$ cat src/rtl/tt_pkg.sv
// Shared definitions for the marble launcher: FSM state encoding,
// count width and a saturating increment helper.
package tt_pkg;

   localparam int CNT_W = 8;

   typedef enum logic [2:0] {
      S_IDLE    = 3'd0,
      S_RELEASE = 3'd1,
      S_FLIGHT  = 3'd2,
      S_DONE    = 3'd3,
      S_ERROR   = 3'd4
   } state_e;

   // Plain constants for the FSM register, so state_q can stay a bare logic vector
   localparam logic [2:0] ST_IDLE    = S_IDLE;
   localparam logic [2:0] ST_RELEASE = S_RELEASE;
   localparam logic [2:0] ST_FLIGHT  = S_FLIGHT;
   localparam logic [2:0] ST_DONE    = S_DONE;
   localparam logic [2:0] ST_ERROR   = S_ERROR;

   // Increment that sticks at all-ones instead of wrapping
   function automatic logic [CNT_W-1:0] sat_inc(input logic [CNT_W-1:0] v);
      return (v == {CNT_W{1'b1}}) ? v : v + CNT_W'(1);
   endfunction

endpackage

$ cat src/rtl/tt_edge_sync.sv
// Two-flop synchroniser followed by a rising-edge detector.
// The detector is held off for the first three cycles after reset, so a pin
// that is already high when reset is released looks like a steady level and
// never like a fresh edge.
module tt_edge_sync (
   input  logic clk,
   input  logic rst,
   input  logic async_i,
   output logic rise_o
);

   logic       meta_q;
   logic       sync_q;
   logic       prev_q;
   logic [1:0] arm_q;

   // Synchroniser chain, previous-level flop and warm-up counter
   always_ff @(posedge clk or posedge rst) begin
      if (rst) begin
         meta_q <= 1'b0;
         sync_q <= 1'b0;
         prev_q <= 1'b0;
         arm_q  <= 2'd0;
      end else begin
         meta_q <= async_i;
         sync_q <= meta_q;
         prev_q <= sync_q;
         if (arm_q != 2'd3) begin
            arm_q <= arm_q + 2'd1;
         end
      end
   end

   assign rise_o = (arm_q == 2'd3) & sync_q & ~prev_q;

endmodule

$ cat src/rtl/ball_launcher.sv
// Marble launcher controller: releases blue (left) or red (right) marbles
// into the board, watches the bottom triggers and the interceptor, and
// chains further releases until a reservoir runs dry, the marble is
// intercepted, or it stays in flight too long.
module ball_launcher
   import tt_pkg::*;
#(
   parameter int BLUE_INIT = 8,
   parameter int RED_INIT  = 8,
   parameter int PULSE_LEN = 2,
   parameter int TIMEOUT   = 64
) (
   input  logic             clk,
   input  logic             rst,
   input  logic             start,
   input  logic             start_sel,
   input  logic             reload,
   input  logic             abort,
   input  logic             trig_left,
   input  logic             trig_right,
   input  logic             intercepted,
   output logic             drop_left,
   output logic             drop_right,
   output logic [CNT_W-1:0] blue_cnt,
   output logic [CNT_W-1:0] red_cnt,
   output logic [CNT_W-1:0] dropped,
   output logic [2:0]       state,
   output logic             busy,
   output logic             done,
   output logic             error
);

   localparam int PW = $clog2(PULSE_LEN + 1);
   localparam int TW = $clog2(TIMEOUT + 1);

   localparam logic [PW-1:0]    PULSE_LAST  = PW'(PULSE_LEN - 1);
   localparam logic [TW-1:0]    FLIGHT_LAST = TW'(TIMEOUT - 1);
   localparam logic [CNT_W-1:0] BLUE_RST    = CNT_W'(BLUE_INIT);
   localparam logic [CNT_W-1:0] RED_RST     = CNT_W'(RED_INIT);

   logic [2:0]       state_q,      state_d;
   logic             drop_left_q,  drop_left_d;
   logic             drop_right_q, drop_right_d;
   logic [CNT_W-1:0] blue_q,       blue_d;
   logic [CNT_W-1:0] red_q,        red_d;
   logic [CNT_W-1:0] dropped_q,    dropped_d;
   logic [PW-1:0]    pulse_q,      pulse_d;
   logic [TW-1:0]    flight_q,     flight_d;

   logic left_rise;
   logic right_rise;
   logic icpt_rise;
   logic rel_go;
   logic rel_red;
   logic reload_ok;

   tt_edge_sync u_sync_left (
      .clk     (clk),
      .rst     (rst),
      .async_i (trig_left),
      .rise_o  (left_rise)
   );

   tt_edge_sync u_sync_right (
      .clk     (clk),
      .rst     (rst),
      .async_i (trig_right),
      .rise_o  (right_rise)
   );

   tt_edge_sync u_sync_icpt (
      .clk     (clk),
      .rst     (rst),
      .async_i (intercepted),
      .rise_o  (icpt_rise)
   );

   assign reload_ok = (state_q == ST_IDLE) || (state_q == ST_DONE) || (state_q == ST_ERROR);

   // Next-state logic: normal FSM flow first, then reload, then abort which wins over everything
   always_comb begin
      state_d      = state_q;
      drop_left_d  = drop_left_q;
      drop_right_d = drop_right_q;
      blue_d       = blue_q;
      red_d        = red_q;
      dropped_d    = dropped_q;
      pulse_d      = pulse_q;
      flight_d     = flight_q;
      rel_go       = 1'b0;
      rel_red      = 1'b0;

      case (state_q)
         ST_IDLE: begin
            if (start) begin
               if (start_sel ? (red_q != '0) : (blue_q != '0)) begin
                  rel_go  = 1'b1;
                  rel_red = start_sel;
               end else begin
                  state_d = ST_DONE;
               end
            end
         end
         ST_RELEASE: begin
            if (pulse_q >= PULSE_LAST) begin
               state_d      = ST_FLIGHT;
               drop_left_d  = 1'b0;
               drop_right_d = 1'b0;
               flight_d     = '0;
            end else begin
               pulse_d = pulse_q + PW'(1);
            end
         end
         ST_FLIGHT: begin
            if (icpt_rise) begin
               state_d = ST_DONE;
            end else if (left_rise) begin
               if (blue_q != '0) begin
                  rel_go  = 1'b1;
                  rel_red = 1'b0;
               end else begin
                  state_d = ST_DONE;
               end
            end else if (right_rise) begin
               if (red_q != '0) begin
                  rel_go  = 1'b1;
                  rel_red = 1'b1;
               end else begin
                  state_d = ST_DONE;
               end
            end else if (flight_q >= FLIGHT_LAST) begin
               state_d = ST_ERROR;
            end else begin
               flight_d = flight_q + TW'(1);
            end
         end
         ST_DONE, ST_ERROR: begin
         end
         default: begin
            state_d = ST_IDLE;
         end
      endcase

      if (rel_go) begin
         state_d      = ST_RELEASE;
         pulse_d      = '0;
         drop_left_d  = ~rel_red;
         drop_right_d = rel_red;
         dropped_d    = sat_inc(dropped_q);
         if (rel_red) begin
            red_d = red_q - CNT_W'(1);
         end else begin
            blue_d = blue_q - CNT_W'(1);
         end
      end

      if (reload && reload_ok) begin
         state_d      = ST_IDLE;
         drop_left_d  = 1'b0;
         drop_right_d = 1'b0;
         blue_d       = BLUE_RST;
         red_d        = RED_RST;
         dropped_d    = '0;
         pulse_d      = '0;
         flight_d     = '0;
      end

      if (abort) begin
         state_d      = ST_IDLE;
         drop_left_d  = 1'b0;
         drop_right_d = 1'b0;
         blue_d       = blue_q;
         red_d        = red_q;
         dropped_d    = dropped_q;
         pulse_d      = '0;
         flight_d     = '0;
      end
   end

   // State, drop pulses, marble counts and the pulse/flight counters
   always_ff @(posedge clk or posedge rst) begin
      if (rst) begin
         state_q      <= ST_IDLE;
         drop_left_q  <= 1'b0;
         drop_right_q <= 1'b0;
         blue_q       <= BLUE_RST;
         red_q        <= RED_RST;
         dropped_q    <= '0;
         pulse_q      <= '0;
         flight_q     <= '0;
      end else begin
         state_q      <= state_d;
         drop_left_q  <= drop_left_d;
         drop_right_q <= drop_right_d;
         blue_q       <= blue_d;
         red_q        <= red_d;
         dropped_q    <= dropped_d;
         pulse_q      <= pulse_d;
         flight_q     <= flight_d;
      end
   end

   assign state      = state_q;
   assign drop_left  = drop_left_q;
   assign drop_right = drop_right_q;
   assign blue_cnt   = blue_q;
   assign red_cnt    = red_q;
   assign dropped    = dropped_q;
   assign busy       = (state_q == ST_RELEASE) || (state_q == ST_FLIGHT);
   assign done       = (state_q == ST_DONE);
   assign error      = (state_q == ST_ERROR);

endmodule

$ cat config.mk
export PLATFORM = sky130hd
export DESIGN_NAME = ball_launcher
export DESIGN_NICKNAME = d
export VERILOG_FILES = /design/src/rtl/tt_pkg.sv /design/src/rtl/tt_edge_sync.sv /design/src/rtl/ball_launcher.sv
export SDC_FILE = /design/constraint.sdc
export NUM_CORES = 1
export LEC_CHECK = 0
export BUFFER_PORTS_ARGS = -buffer_cell sky130_fd_sc_hd__buf_2
export CAP_MARGIN = 20
export CORE_MARGIN = 1.5
export CORE_UTILIZATION = 30
export CTS_CLUSTER_SIZE = 25
export DETAILED_ROUTE_END_ITERATION = 16
export PLACE_DENSITY = 0.56
export SLEW_MARGIN = 20
export SYNTH_ARGS = -nofsm -noshare
export SYNTH_HDL_FRONTEND = slang
export SYNTH_SLANG_ARGS = --single-unit
$ cat constraint.sdc
create_clock -name clk -period 3.3 [get_ports clk]
set_input_delay 0.165 -clock clk [delete_from_list [all_inputs] [get_ports clk]]
set_output_delay 0.165 -clock clk [all_outputs]
set_load 0.01 [all_outputs]
==> metrics.yaml <==
cts:
  clk_pin_slew_worst_paths_ns: 0.10
  clkSinkCount: 53
  tritoncts: "built"
  post-cts-setup-buffers: 0
  cts_root_buf: "clkbuf_8"
  cts_resized: 0
  clk_latency_ns: 0.31
  htreeDepth: 2
  cts_buffers: 5
  clk_path_buf_depth: 2
cells_and_area:
  syn_to_final_growth_pct: 16.1
  final_cell_mix: "dfrtp_1, buf_2, nand2_1"
  nets: 359
  diodes: 0
  drive_gt1_share_pct: 20.8
  final_common_cell: "dfrtp_1"
  final_core_util_pct: 36.2
logic_synthesis:
  synthArstFlopShare_pct: 100
  synth_top_flop_cell: "dfrtp_1"
  postSynthCellCount: 299
  synth_fa_ha_area_share_pct: 4.30
  synth_edf_count: 0
  ys_ff_latch: 53
  synth_top_family_by_area: "simple AND/OR/NAND/NOR gates"
  synth_area_per_cell_sq_um: 9.73
  synthMuxAreaShare_pct: 3.70
  synth_xor_area_share_pct: 1.51
  synth_compound_area_share_pct: 15.7
  ys_seq_area_share_pct: 45.7
  synth.distinct_cells: 54
  syn-num-nets: 318
  yosys_warnings: 0
  synth-simple-area-share_pct: 25.6
  syn_area_sq_mm: 0.00291
floorplan:
  start_util_pct: 31.2
  dieWidth_microns: 101
  core-area_sq_mm: 0.00933
  io_pins: 41
  rows: 35
  die_y_microns: 101
  die_area_sq_mm: 0.0103
drt:
  drc: 0
  vias: 2395
  wl_per_cell_microns: 14.2
  totalWireLength_mm: 6.68
  drt_first_iter_violations: 104
  dr.pass1.iters: 4
  wl_met3_microns: 219
  ant_nets: 0
  vias_per_cell: 5.10
  drt-met1-wl_mm: 3.14
  maxUsedRoutingLayer: "met4"
  wl_met2_mm: 3.30
worst_hold_path:
  hold_class: "input pin to async pin"
pwr:
  leakage_nw: 1.44
  vdd_ir_drop_max_mv: 0.212
  p_per_area_mw_per_mm2: 719
sta:
  period_needed_ns: 2.84
  fin_hold_ws_ns: -0.0137
  skew_ns: 0.0152
  grt_setup_unrepaired: "no"
  setup_tns_ns: 0
  setup_viol: 0
  drv_slew: 0
  relSlewSlack_pct: 43.3
  fmax_mhz: 352
  hold_viol: 6
  period_share_pct: 86.2
  worst_pin_slew_ns: 0.845
setup_path:
  critPathRequiredTime_ns: 3.52
  startpoint_type: "register"
  worst-setup-path-type: "register to register"
  cp_max_fo: 14
  worst_setup_path_end_kind: "register"
  cp.arrival_ns: 3.06
placement:
  place_congestion: 0.774
  io_buffers: 40
  hpwlAfterDp_mm: 4.88
global_route:
  gr-usage-all-layers_pct: 14.0
  grt_overflow_total: 0
  grt_max_degree: 37
  antenna_found_initial: 0
  grt_pass1_vias: 2311
  grt_pass1_wl_mm: 11.5
outcome:
  status: "finished with violations"
  violations: "negative hold slack"
run:
  maxCapViolations: 0
what timing repair did:
item / CTS / global route
setup endpoints to repair: 0 / 0
hold endpoints to repair: 3 / 0
hold buffers: 3 / 0
routing by layer:
layer  up-vias  GRT usage [%]
met4         0           2.88
met5         -              0
li1       1181              -
met2        33           23.6
met1      1179           18.9
met3         2           2.28
report_power, final:
group / switching [mW] / internal, mW
combinational: 0.602 / 0.431
clock: 0.211 / 0.190
sequential: 0.202 / 0.793
flip-flops by register name, indices dropped and copies added, names as in the netlist:
name                 cells
u_sync_left.arm_q        2
u_sync_right.sync_q      1
u_sync_right.meta_q      1
u_sync_right.arm_q       2
u_sync_icpt.prev_q       1
red_cnt                  8
u_sync_icpt.meta_q       1
u_sync_left.sync_q       1
u_sync_icpt.sync_q       1
state                    3
u_sync_left.meta_q       1
u_sync_icpt.arm_q        2
flight_q                 7
blue_cnt                 8
u_sync_right.prev_q      1
pulse_q                  2
dropped                  8
drop_right               1
drop_left                1
u_sync_left.prev_q       1
worst max-delay path, stage by stage (launching register included):
cell     delay [ns]
dfrtp_1        0.45
or4_4          0.59
nor4b_4        0.45
o22ai_2        0.18
o21ai_1        0.69
a21oi_1        0.20
o22ai_1        0.19
area by class of cell:
class | instances | area [sq um]
repair buffers | 47 | 260
inverters | 13 | 48.8
multi-input cells | 220 | 1480
clock buffers | 7 | 96.3
well taps | 129 | 161
clock inverters | 1 | 5.00
flip-flops and latches | 53 | 1330
fillers | 973 | 5950
cells by family after synthesis:
family | count (synthesis)
buf+inv | 26
fa+ha+maj | 10
mux | 10
simple gates | 132
compound gates | 63
xor+xnor | 5
flops | 53
path summary, 6_finish.rpt:
check                      slack (ns)                           end                         start  depth (start not counted)
min reg2reg                      0.36  u_sync_left.sync_q$_DFF_PP0_  u_sync_left.meta_q$_DFF_PP0_                          0
min in group clk                 0.32       blue_cnt[7]$_DFFE_PP0P_                         abort                          3
max in group asynchronous        2.52        red_cnt[3]$_DFFE_PP1P_                           rst                          3
min                             -0.01         drop_left$_DFFE_PP0P_                           rst                          2
max reg2reg                      0.46       blue_cnt[1]$_DFFE_PP0P_        red_cnt[2]$_DFFE_PP0P_                          6
max                              0.46       blue_cnt[1]$_DFFE_PP0P_        red_cnt[2]$_DFFE_PP0P_                          6
synth_stat cells (all sizes together) (6+ instances only):
cell type	n	area (sq um)
mux2	6	67.6
o311ai	7	61.3
o31ai	10	75.1
nand3b	6	45.0
o21ai	13	65.1
a21oi	7	35.0
or4	6	48.8
nor3	9	50.1
nand2	33	124
nand2b	12	75.1
inv	13	48.8
clkbuf	9	33.8
nand3	13	65.1
nor2	18	67.6
dfrtp	51	1280
ha	10	125
stage by stage:
step | setup WS, ns | cells | total power [mW] | instance area [sq um] | hold slack, ns
after floorplan | 0.717 | 299 | 1.70 | 2910 | 0.196
after global placement | 0.499 | 459 | 2.03 | 3250 | 0.275
after CTS | 0.451 | 470 | 2.46 | 3380 | 0.0291
final | 0.456 | 470 | 2.43 | 3380 | -0.0137
after global routing | 0.197 | 470 | 2.64 | 3380 | 0.0627
after detailed placement | 0.480 | 459 | 2.05 | 3250 | 0.276
(Power assumes the default switching activity.)
